File: src/rtl/ins_fetch.sv
// Instruction fetch: streams words from imem to decode, with a one-entry skid buffer.
// Latency: a word acked in cycle N reaches insDecode_* after edge N+1.
// Backpressure: stall holds the outputs; one acked word is parked in the skid buffer and requests pause.
module ins_fetch #(
  parameter logic [31:0] RESET_PC = 32'h0000_0000
) (
  input  logic        clk,
  input  logic        rst,
  input  logic        stall,
  input  logic        redirect,
  input  logic [31:0] redirect_pc,
  output logic        imem_req,
  output logic [31:0] imem_addr,
  input  logic        imem_ack,
  input  logic [31:0] imem_rdata,
  output logic [31:0] insDecode_pc,
  output logic [31:0] insDecode_ins,
  output logic        insDecode_valid
);

  typedef enum logic {
    FETCH    = 1'b0,
    BUFFERED = 1'b1
  } state_t;

  state_t      state_q, state_d;
  logic [31:0] pc_q, pc_d;
  logic [31:0] buf_pc_q, buf_pc_d;
  logic [31:0] buf_ins_q, buf_ins_d;
  logic [31:0] out_pc_q, out_pc_d;
  logic [31:0] out_ins_q, out_ins_d;
  logic        out_vld_q, out_vld_d;

  // The address always tracks pc, so it is naturally stable while a request waits for ack.
  assign imem_addr       = pc_q;
  // No request while the skid buffer is full or the block is held in reset.
  assign imem_req        = (state_q == FETCH) && !rst;
  assign insDecode_pc    = out_pc_q;
  assign insDecode_ins   = out_ins_q;
  assign insDecode_valid = out_vld_q;

  // Next-state logic: redirect first, then the FETCH/BUFFERED handshake cases.
  always_comb begin
    state_d   = state_q;
    pc_d      = pc_q;
    buf_pc_d  = buf_pc_q;
    buf_ins_d = buf_ins_q;
    out_pc_d  = out_pc_q;
    out_ins_d = out_ins_q;
    out_vld_d = out_vld_q;

    if (redirect) begin
      // Flush everything in flight, including a word acked this very cycle.
      pc_d      = {redirect_pc[31:2], 2'b00};
      out_pc_d  = 32'h0;
      out_ins_d = 32'h0;
      out_vld_d = 1'b0;
      buf_pc_d  = 32'h0;
      buf_ins_d = 32'h0;
      state_d   = FETCH;
    end else begin
      case (state_q)
        FETCH: begin
          if (imem_ack && !stall) begin
            out_pc_d  = pc_q;
            out_ins_d = imem_rdata;
            out_vld_d = 1'b1;
            pc_d      = pc_q + 32'd4;
          end else if (imem_ack && stall) begin
            // Decode is busy: park the word and stop requesting until it drains.
            buf_pc_d  = pc_q;
            buf_ins_d = imem_rdata;
            pc_d      = pc_q + 32'd4;
            state_d   = BUFFERED;
          end else if (!imem_ack && !stall) begin
            // Memory wait state: present an explicit NOP bubble.
            out_pc_d  = 32'h0;
            out_ins_d = 32'h0;
            out_vld_d = 1'b0;
          end
        end
        BUFFERED: begin
          if (!stall) begin
            out_pc_d  = buf_pc_q;
            out_ins_d = buf_ins_q;
            out_vld_d = 1'b1;
            state_d   = FETCH;
          end
        end
        default: begin
          state_d = FETCH;
        end
      endcase
    end
  end

  // State registers; reset dominates every other input.
  always_ff @(posedge clk) begin
    if (rst) begin
      state_q   <= FETCH;
      pc_q      <= RESET_PC;
      buf_pc_q  <= 32'h0;
      buf_ins_q <= 32'h0;
      out_pc_q  <= 32'h0;
      out_ins_q <= 32'h0;
      out_vld_q <= 1'b0;
    end else begin
      state_q   <= state_d;
      pc_q      <= pc_d;
      buf_pc_q  <= buf_pc_d;
      buf_ins_q <= buf_ins_d;
      out_pc_q  <= out_pc_d;
      out_ins_q <= out_ins_d;
      out_vld_q <= out_vld_d;
    end
  end

endmodule

File: config.mk
export PLATFORM = sky130hd
export DESIGN_NAME = ins_fetch
export DESIGN_NICKNAME = d
export VERILOG_FILES = /design/src/rtl/ins_fetch.sv
export SDC_FILE = /design/constraint.sdc
export NUM_CORES = 1
export LEC_CHECK = 0
export BUFFER_PORTS_ARGS = -buffer_cell sky130_fd_sc_hd__buf_2
export CAP_MARGIN = 25
export CORE_MARGIN = 3
export CORE_UTILIZATION = 55
export CTS_BUF_LIST = sky130_fd_sc_hd__clkbuf_2 sky130_fd_sc_hd__clkbuf_4 sky130_fd_sc_hd__clkbuf_8
export CTS_CLUSTER_DIAMETER = 40
export CTS_CLUSTER_SIZE = 30
export DETAILED_ROUTE_END_ITERATION = 8
export HOLD_SLACK_MARGIN = 0.05
export PLACE_DENSITY_LB_ADDON = 0.15
export SYNTH_ARGS = -nofsm -noshare
export SYNTH_HDL_FRONTEND = slang
export SYNTH_SLANG_ARGS = --single-unit
File: constraint.sdc
create_clock -name clk -period 2.6 [get_ports clk]
set_input_delay 0.26 -clock clk [delete_from_list [all_inputs] [get_ports clk]]
set_output_delay 0.26 -clock clk [all_outputs]
set_load 0.005 [all_outputs]
==> results of run 1 <==
==> layer usage <==
metal	vias up	part of all wire
li1	3558	-
met1	3278	0.43
met2	246	0.49
met3	28	0.070
met4	0	0.016
met5	-	0
==> worst min-delay path by stage <==
| stage | startpoint | to | slack, ns | depth (start not counted) |
|---|---|---|---|---|
| floorplan | imem_rdata[0] | buf_ins_q[0] | 0.40 | 2 |
| global placement | buf_ins_q[25] | buf_ins_q[25] | 0.44 | 2 |
| detailed placement | buf_ins_q[8] | buf_ins_q[8] | 0.45 | 2 |
| CTS | redirect_pc[25] | imem_addr[25] | 0.05 | 3 |
| global route | redirect_pc[2] | imem_addr[2] | 0.05 | 3 |
| finish | redirect_pc[22] | imem_addr[22] | 0.07 | 3 |
==> cell usage in the layout, fill, tap and decap left out, types with 5 or more instances in the layout <==
cell / n
nand2_1: 214
a21oi_1: 195
buf_2: 159
dfxtp_1: 155
nor2_1: 94
nand3b_1: 63
dlygate4sd3_1: 39
clkbuf_8: 20
buf_4: 19
nor4_1: 12
inv_1: 10
nand4_1: 9
nand3_1: 8
or4_1: 8
a211oi_1: 8
or3_1: 7
o31a_1: 7
a311oi_1: 7
nor3_1: 6
o21ai_0: 6
xnor2_1: 6
o31ai_1: 5
bufinv_16: 5
==> worst max-delay path, cell delays in order, from the launching register on <==
cell	delay, ns
dfxtp_1	0.49
and4_1	0.38
nand4_2	0.31
buf_4	0.30
o31a_1	0.31
a2111oi_2	0.27
==> cell families (layout without fill, tap and decap cells) <==
kind of cell | count (synthesis) | count (layout) | synth area share
AND/OR/NAND/NOR | 445 | 445 | 0.299
AO/OA/AOI/OAI | 240 | 240 | 0.188
flip-flops | 156 | 156 | 0.438
buffers and inverters | 103 | 262 | 0.0608
XOR/XNOR | 10 | 10 | 0.0123
adder cells (fa/ha/maj) | 1 | 1 | 0.00175
other | 1 | 4 | 0.000526
==> layout make-up <==
type                       instances  area, um^2
clock buffer                      21         283
clock inverter                    11         189
fill                            1036        3530
inverter                          10        37.5
multi-input combinational        700        3600
sequential                       156        3130
tap                              168         210
timing repair buffer             220        1390
==> flip-flops by register name, indices dropped and copies added, names as in the netlist <==
| signal | count |
|---|---|
| insDecode_valid | 1 |
| buf_ins_q | 32 |
| buf_pc_q | 30 |
| state_q | 1 |
| insDecode_ins | 32 |
| imem_addr | 30 |
| insDecode_pc | 30 |
==> through the flow <==
stage	total power, mW	hold slack [ns]	std cells
3_3_place_gp	3.09	0.442	1215
4_1_cts	5.23	0.0513	1286
5_1_grt	5.40	0.0520	1286
2_1_floorplan	2.90	0.396	959
3_5_place_dp	3.10	0.447	1215
6_report	5.21	0.0725	1286
==> power breakdown <==
part           internal [mW]  switching (mW)
combinational          0.244           0.321
clock                   1.23           0.886
sequential              2.45          0.0760
==> repair_timing <==
item,in CTS,in global routing
endpoints found under the setup margin,0,0
hold buffers,39,0
gates resized for setup,0,0
hold endpoints to repair,39,0
==> impl_metrics.toml, run 1 <==
[run_status]
status = "completed"

[global_route]
antenna_found_initial = 0
grt_pass1_vias = 6518
grt_util_all_layers = 0.266
top_usage_layer = "met2"
met2_usage = 0.441
use_met3 = 0.0669
grt_overflow = 0
grt_util_met1 = 0.338
grt_pass1_wl_um = 31500
grt_max_degree = 129

[logic_synthesis]
synth_edf_count = 0
synth_warnings = 0
yosysTopAreaCellShare = 0.438
yosysUniqueCellTypes = 51
yosysMostFrequentCell = "nand2_1"
synthTopCellsByCount = "215 x nand2_1, 195 x a21oi_1, 156 x dfxtp_1"
synth.cell_area_um2 = 7140
yosys.area.top_type = "dfxtp_1"
synth_seq_area_share = 0.438
synthCells = 956
postSynthAreaPerCell_um2 = 7.46
synth_top_cells_by_area = "dfxtp_1 44%, a21oi_1 14%, nand2_1 11%, nand3b_1 6.6%, nor2_1 4.9%"
ys_ff_latch = 156
async_reset_ff_frac = 0
ys.flop_type = "dfxtp_1"

[die]
row_count = 40
die-area_um2 = 14400
num_io_pins = 167
fp.dieH_um = 120
initial_core_util = 0.577
fp.dieW_um = 120
core_region_area_um2 = 12400

[clocking]
insertion_delay_ns = 0.46
clk_path_buf_depth = 2
clock-sinks = 156
post-cts-setup-buffer-count = 0
cts-htree-levels = 4
clk_transition_reported_paths_ns = 0.08
cts_tree = "built"
cts_made_buffers = 17
clockRootBuffer = "clkbuf_8"

[sta]
slew-limit-headroom = 0.527
setup_viol = 0
finalHoldViolCount = 0
drv_slew = 0
worst_pin_slew_ns = 0.710
skew_ns = 0.00793
fmax_mhz = 460
rsz0062_at_grt = "no"
fin_ws_ns = 0.425
setup_tns_ns = 0
min_period_over_period = 0.837
period_needed_ns = 2.18

[critical_path]
rr_endpoint = "imem_addr[28]"
worstPathMaxFanout = 13
worstSetupEndpoint = "imem_addr[28]"
crit_start = "imem_addr[6]"
reg2reg_depth = 5
reg2reg_slack_ns = 0.42
cp-start-kind = "flop"
cp.arrival_ns = 2.53
cp.required_ns = 2.95
r2r-start = "imem_addr[6]"
crit_type = "flop to flop"
crit_path_end_kind = "flop"

[layout]
fin_area_um2 = 8830
final_nets = 1175
drive_gt1_frac = 0.201
antenna_cells = 0
final_util = 0.714
synthToLayoutAreaGrowth_pct = 23.8

[routing]
routed_wl_um = 19100
vias = 7110
routed_via_density = 5.53
post_drt_wl_per_cell_um = 14.9
dr.pass1.iters = 5
drtIter0Drc = 647
antenna_left = 0
drc = 0

[power_and_ir_drop]
vdd_ir_drop_max_uv = 532
p_per_area_nw_per_um2 = 589
total_leakage_power_nw = 3.36

[placement]
place_hpwl_um = 11700
portBuffers = 160
gp_congestion = 0.954
place_ws_ns = 0.470
place_area_um2 = 7970

[hold_path]
hold_path_class = "input pin to flop"

[run]
maxCapViolCount = 0
No activity file was read; power rests on OpenSTA's default activity.
==> run 2, diff against run 1 <==
ABC_AREA = 1   (was default)
clock period = 2.05 ns   (was 2.6 ns; I/O delays follow)
==> run 2 against run 1 <==
  * Highest routed layer unchanged
  * Die area shrank 2.5%
  * Critical endpoint is now imem_req
  * Area after synthesis shrank 2.7%
  * Utilization shrank 0.22 points
  * Largest power group unchanged
  * Synthesized cell count grew 2.3%
==> impl_metrics.toml, run 2 <==
[hold_path]
hold_path_class = "input pin to flop"
whs_path_depth = 5
hold_path_startpoint = "redirect_pc[22]"
hold_path_end = "imem_addr[22]"

[logic_synthesis]
yosysTopAreaCellShare = 0.450
async_reset_ff_frac = 0
ys_ff_latch = 156
synth_top_cells_by_area = "dfxtp_1 45%, a21oi_1 13%, nand2_1 13%, o21ai_0 6.1%, inv_1 3.4%"
synth_seq_area_share = 0.450
synth_edf_count = 0
synth_top_family_by_area = "compound AO/OA/AOI/OAI gates"
synthMuxAreaShare = 0
synth_fa_ha_area_frac = 0.00180
synth-xor-area-share = 0.00378
ys.flop_type = "dfxtp_1"
postSynthAreaPerCell_um2 = 7.10
yosysMostFrequentCell = "nand2_1"
synthTopCellsByCount = "243 x nand2_1, 183 x a21oi_1, 156 x dfxtp_1"
synth_warnings = 0
yosys.area.top_type = "dfxtp_1"
synth.cell_area_um2 = 6940
yosysUniqueCellTypes = 30
synth_compound_area_frac = 0.236
synth-simple-area-share = 0.228
synthCells = 978

[clocking]
clockRootBuffer = "clkbuf_8"
post-cts-setup-buffer-count = 0
clk_path_buf_depth = 2
cts_tree = "built"
insertion_delay_ns = 0.47
clk_transition_reported_paths_ns = 0.08
cts-htree-levels = 4
cts_made_buffers = 17
clock-sinks = 156

[global_route]
grt_pass1_vias = 6575
antenna_found_initial = 0
grt_util_all_layers = 0.285
grt_max_degree = 66
grt_pass1_wl_um = 32700
grt_overflow = 0

[power_and_ir_drop]
pwr-share-comb = 0.115
power_mw = 6.59
p_int_mw = 4.88
p_per_area_nw_per_um2 = 760
p_switching_mw = 1.71
seqPwrFrac = 0.493
swShare = 0.260
total_leakage_power_nw = 3.63
vdd_ir_drop_max_uv = 635
p_clk_frac = 0.392

[routing]
post_drt_wl_per_cell_um = 15.0
vias = 7169
drc = 0
routed_wl_um = 20000
drtIter0Drc = 726
routed_via_density = 5.38
dr.pass1.iters = 6
antenna_left = 0

[sta]
slew-limit-headroom = 0.513
setup_viol = 0
skew_ns = 0.0177
fmax_mhz = 525
drv_slew = 0
period_needed_ns = 1.91
rsz0062_at_grt = "no"
setup_tns_ns = 0
min_period_over_period = 0.929
finalHoldViolCount = 0
worst_pin_slew_ns = 0.731

[die]
row_count = 40
num_io_pins = 167
initial_core_util = 0.571
die-area_um2 = 14000
fp.dieH_um = 118
fp.dieW_um = 118
core_region_area_um2 = 12200

[placement]
portBuffers = 160
gp_congestion = 0.899
place_inst = 1258
place_hpwl_um = 12300

[layout]
stdcell_count = 1333
final_cell_mix = "243 x nand2_1, 183 x a21oi_1, 160 x buf_2"
final_common_cell = "nand2_1"
final_nets = 1222
antenna_cells = 0
drive_gt1_frac = 0.205
synthToLayoutAreaGrowth_pct = 24.7

[run_status]
status = "completed"

[critical_path]
rr_endpoint = "imem_addr[26]"
cp.required_ns = 1.85
crit_path_end_kind = "output pin"
cp.depth = 3
critPathSlowestCell = "buf_4"
reg2reg_slack_ns = 0.35
max_stage_delay_ns = 0.60
path_delay_family = "buffers and inverters"
crit_chain = "buf_4, nor2_1, buf_2"
crit_start = "state_q"
cp.arrival_ns = 1.70
cp-start-kind = "flop"
r2r-start = "imem_addr[3]"
crit_buf_inv = 2
crit_type = "flop to output pin"
worstPathMaxFanout = 64
reg2reg_depth = 9

[run]
maxCapViolCount = 0
## run 2: changes by cell type in the layout (fill, tap and decap cells not counted), moves of 8 or more
cell,delta
nor4_1,-12
nand2_1,+29
nand3_1,+30
nor2_1,-35
or4_1,-8
nor2_2,+9
o21ai_1,+9
nor2_4,+9
a211oi_1,+19
nand3b_1,-61
a21oi_1,-12
inv_1,+51
o21ai_0,+79
## run 2: final cells by class
| cell class | instances | area, um^2 |
|---|---|---|
| tap | 168 | 210 |
| multi-input combinational | 692 | 3280 |
| clock inverter | 11 | 163 |
| inverter | 66 | 248 |
| clock buffer | 21 | 283 |
| sequential | 156 | 3120 |
| timing repair buffer | 219 | 1350 |
| fill | 1066 | 3500 |
## run 2: tightest hold or removal path, stage by stage
cell	delay [ns]
buf_2	0.09
nand2_1	0.05
o21ai_0	0.07
inv_1	0.05
a21oi_1	0.05
## run 2: worst max-delay path by stage
stage / slack (ns) / to
4_1_cts: 0.13 / imem_req
3_5_place_dp: 0.42 / imem_addr[24]
3_3_place_gp: 0.47 / imem_addr[9]
2_1_floorplan: 0.65 / imem_addr[26]
5_1_grt: 0.04 / imem_req
6_report: 0.14 / imem_req
## run 2: layer usage
layer,vias to the layer above,global-route usage,part of all wire
li1,3580,-,-
met1,3268,0.388,0.45
met2,295,0.442,0.46
met3,26,0.0737,0.073
met4,0,0.0923,0.019
met5,-,0,0
## run 2: stage by stage
step	setup WS, ns	area, um^2	util	hold WS (ns)
6_report	0.145	8660	0.712	0.103
4_1_cts	0.128	8660	0.712	0.0756
5_1_grt	0.0426	8660	0.712	0.0833
2_1_floorplan	0.652	6960	-	0.338
3_3_place_gp	0.475	7780	0.640	0.434
3_5_place_dp	0.418	7780	0.640	0.439
## run 2: power by group through the flow
stage / Combinational [mW] / Clock, mW / Sequential (mW)
6_report: 0.756 / 2.58 / 3.25
5_1_grt: 0.847 / 2.73 / 3.26
4_1_cts: 0.749 / 2.61 / 3.24
3_5_place_dp: 0.682 / 0 / 3.31
3_3_place_gp: 0.676 / 0 / 3.31
2_1_floorplan: 0.417 / 0 / 3.30
## run 2: repair_timing
| item | 4_1_cts | 5_1_grt |
|---|---|---|
| hold buffers | 43 | 0 |
| gates resized for setup | 0 | 0 |
| hold endpoints to repair | 76 | 0 |
## run 2: cell families (layout without fill, tap and decap cells)
group / Yosys count / in the layout
and+or+nand+nor: 372 / 372
AOI/OAI and AO/OA: 312 / 312
DFF: 156 / 156
buffers and inverters: 133 / 317
xor gates and xnor gates: 3 / 3
adders and majority gates: 1 / 1
other: 1 / 4
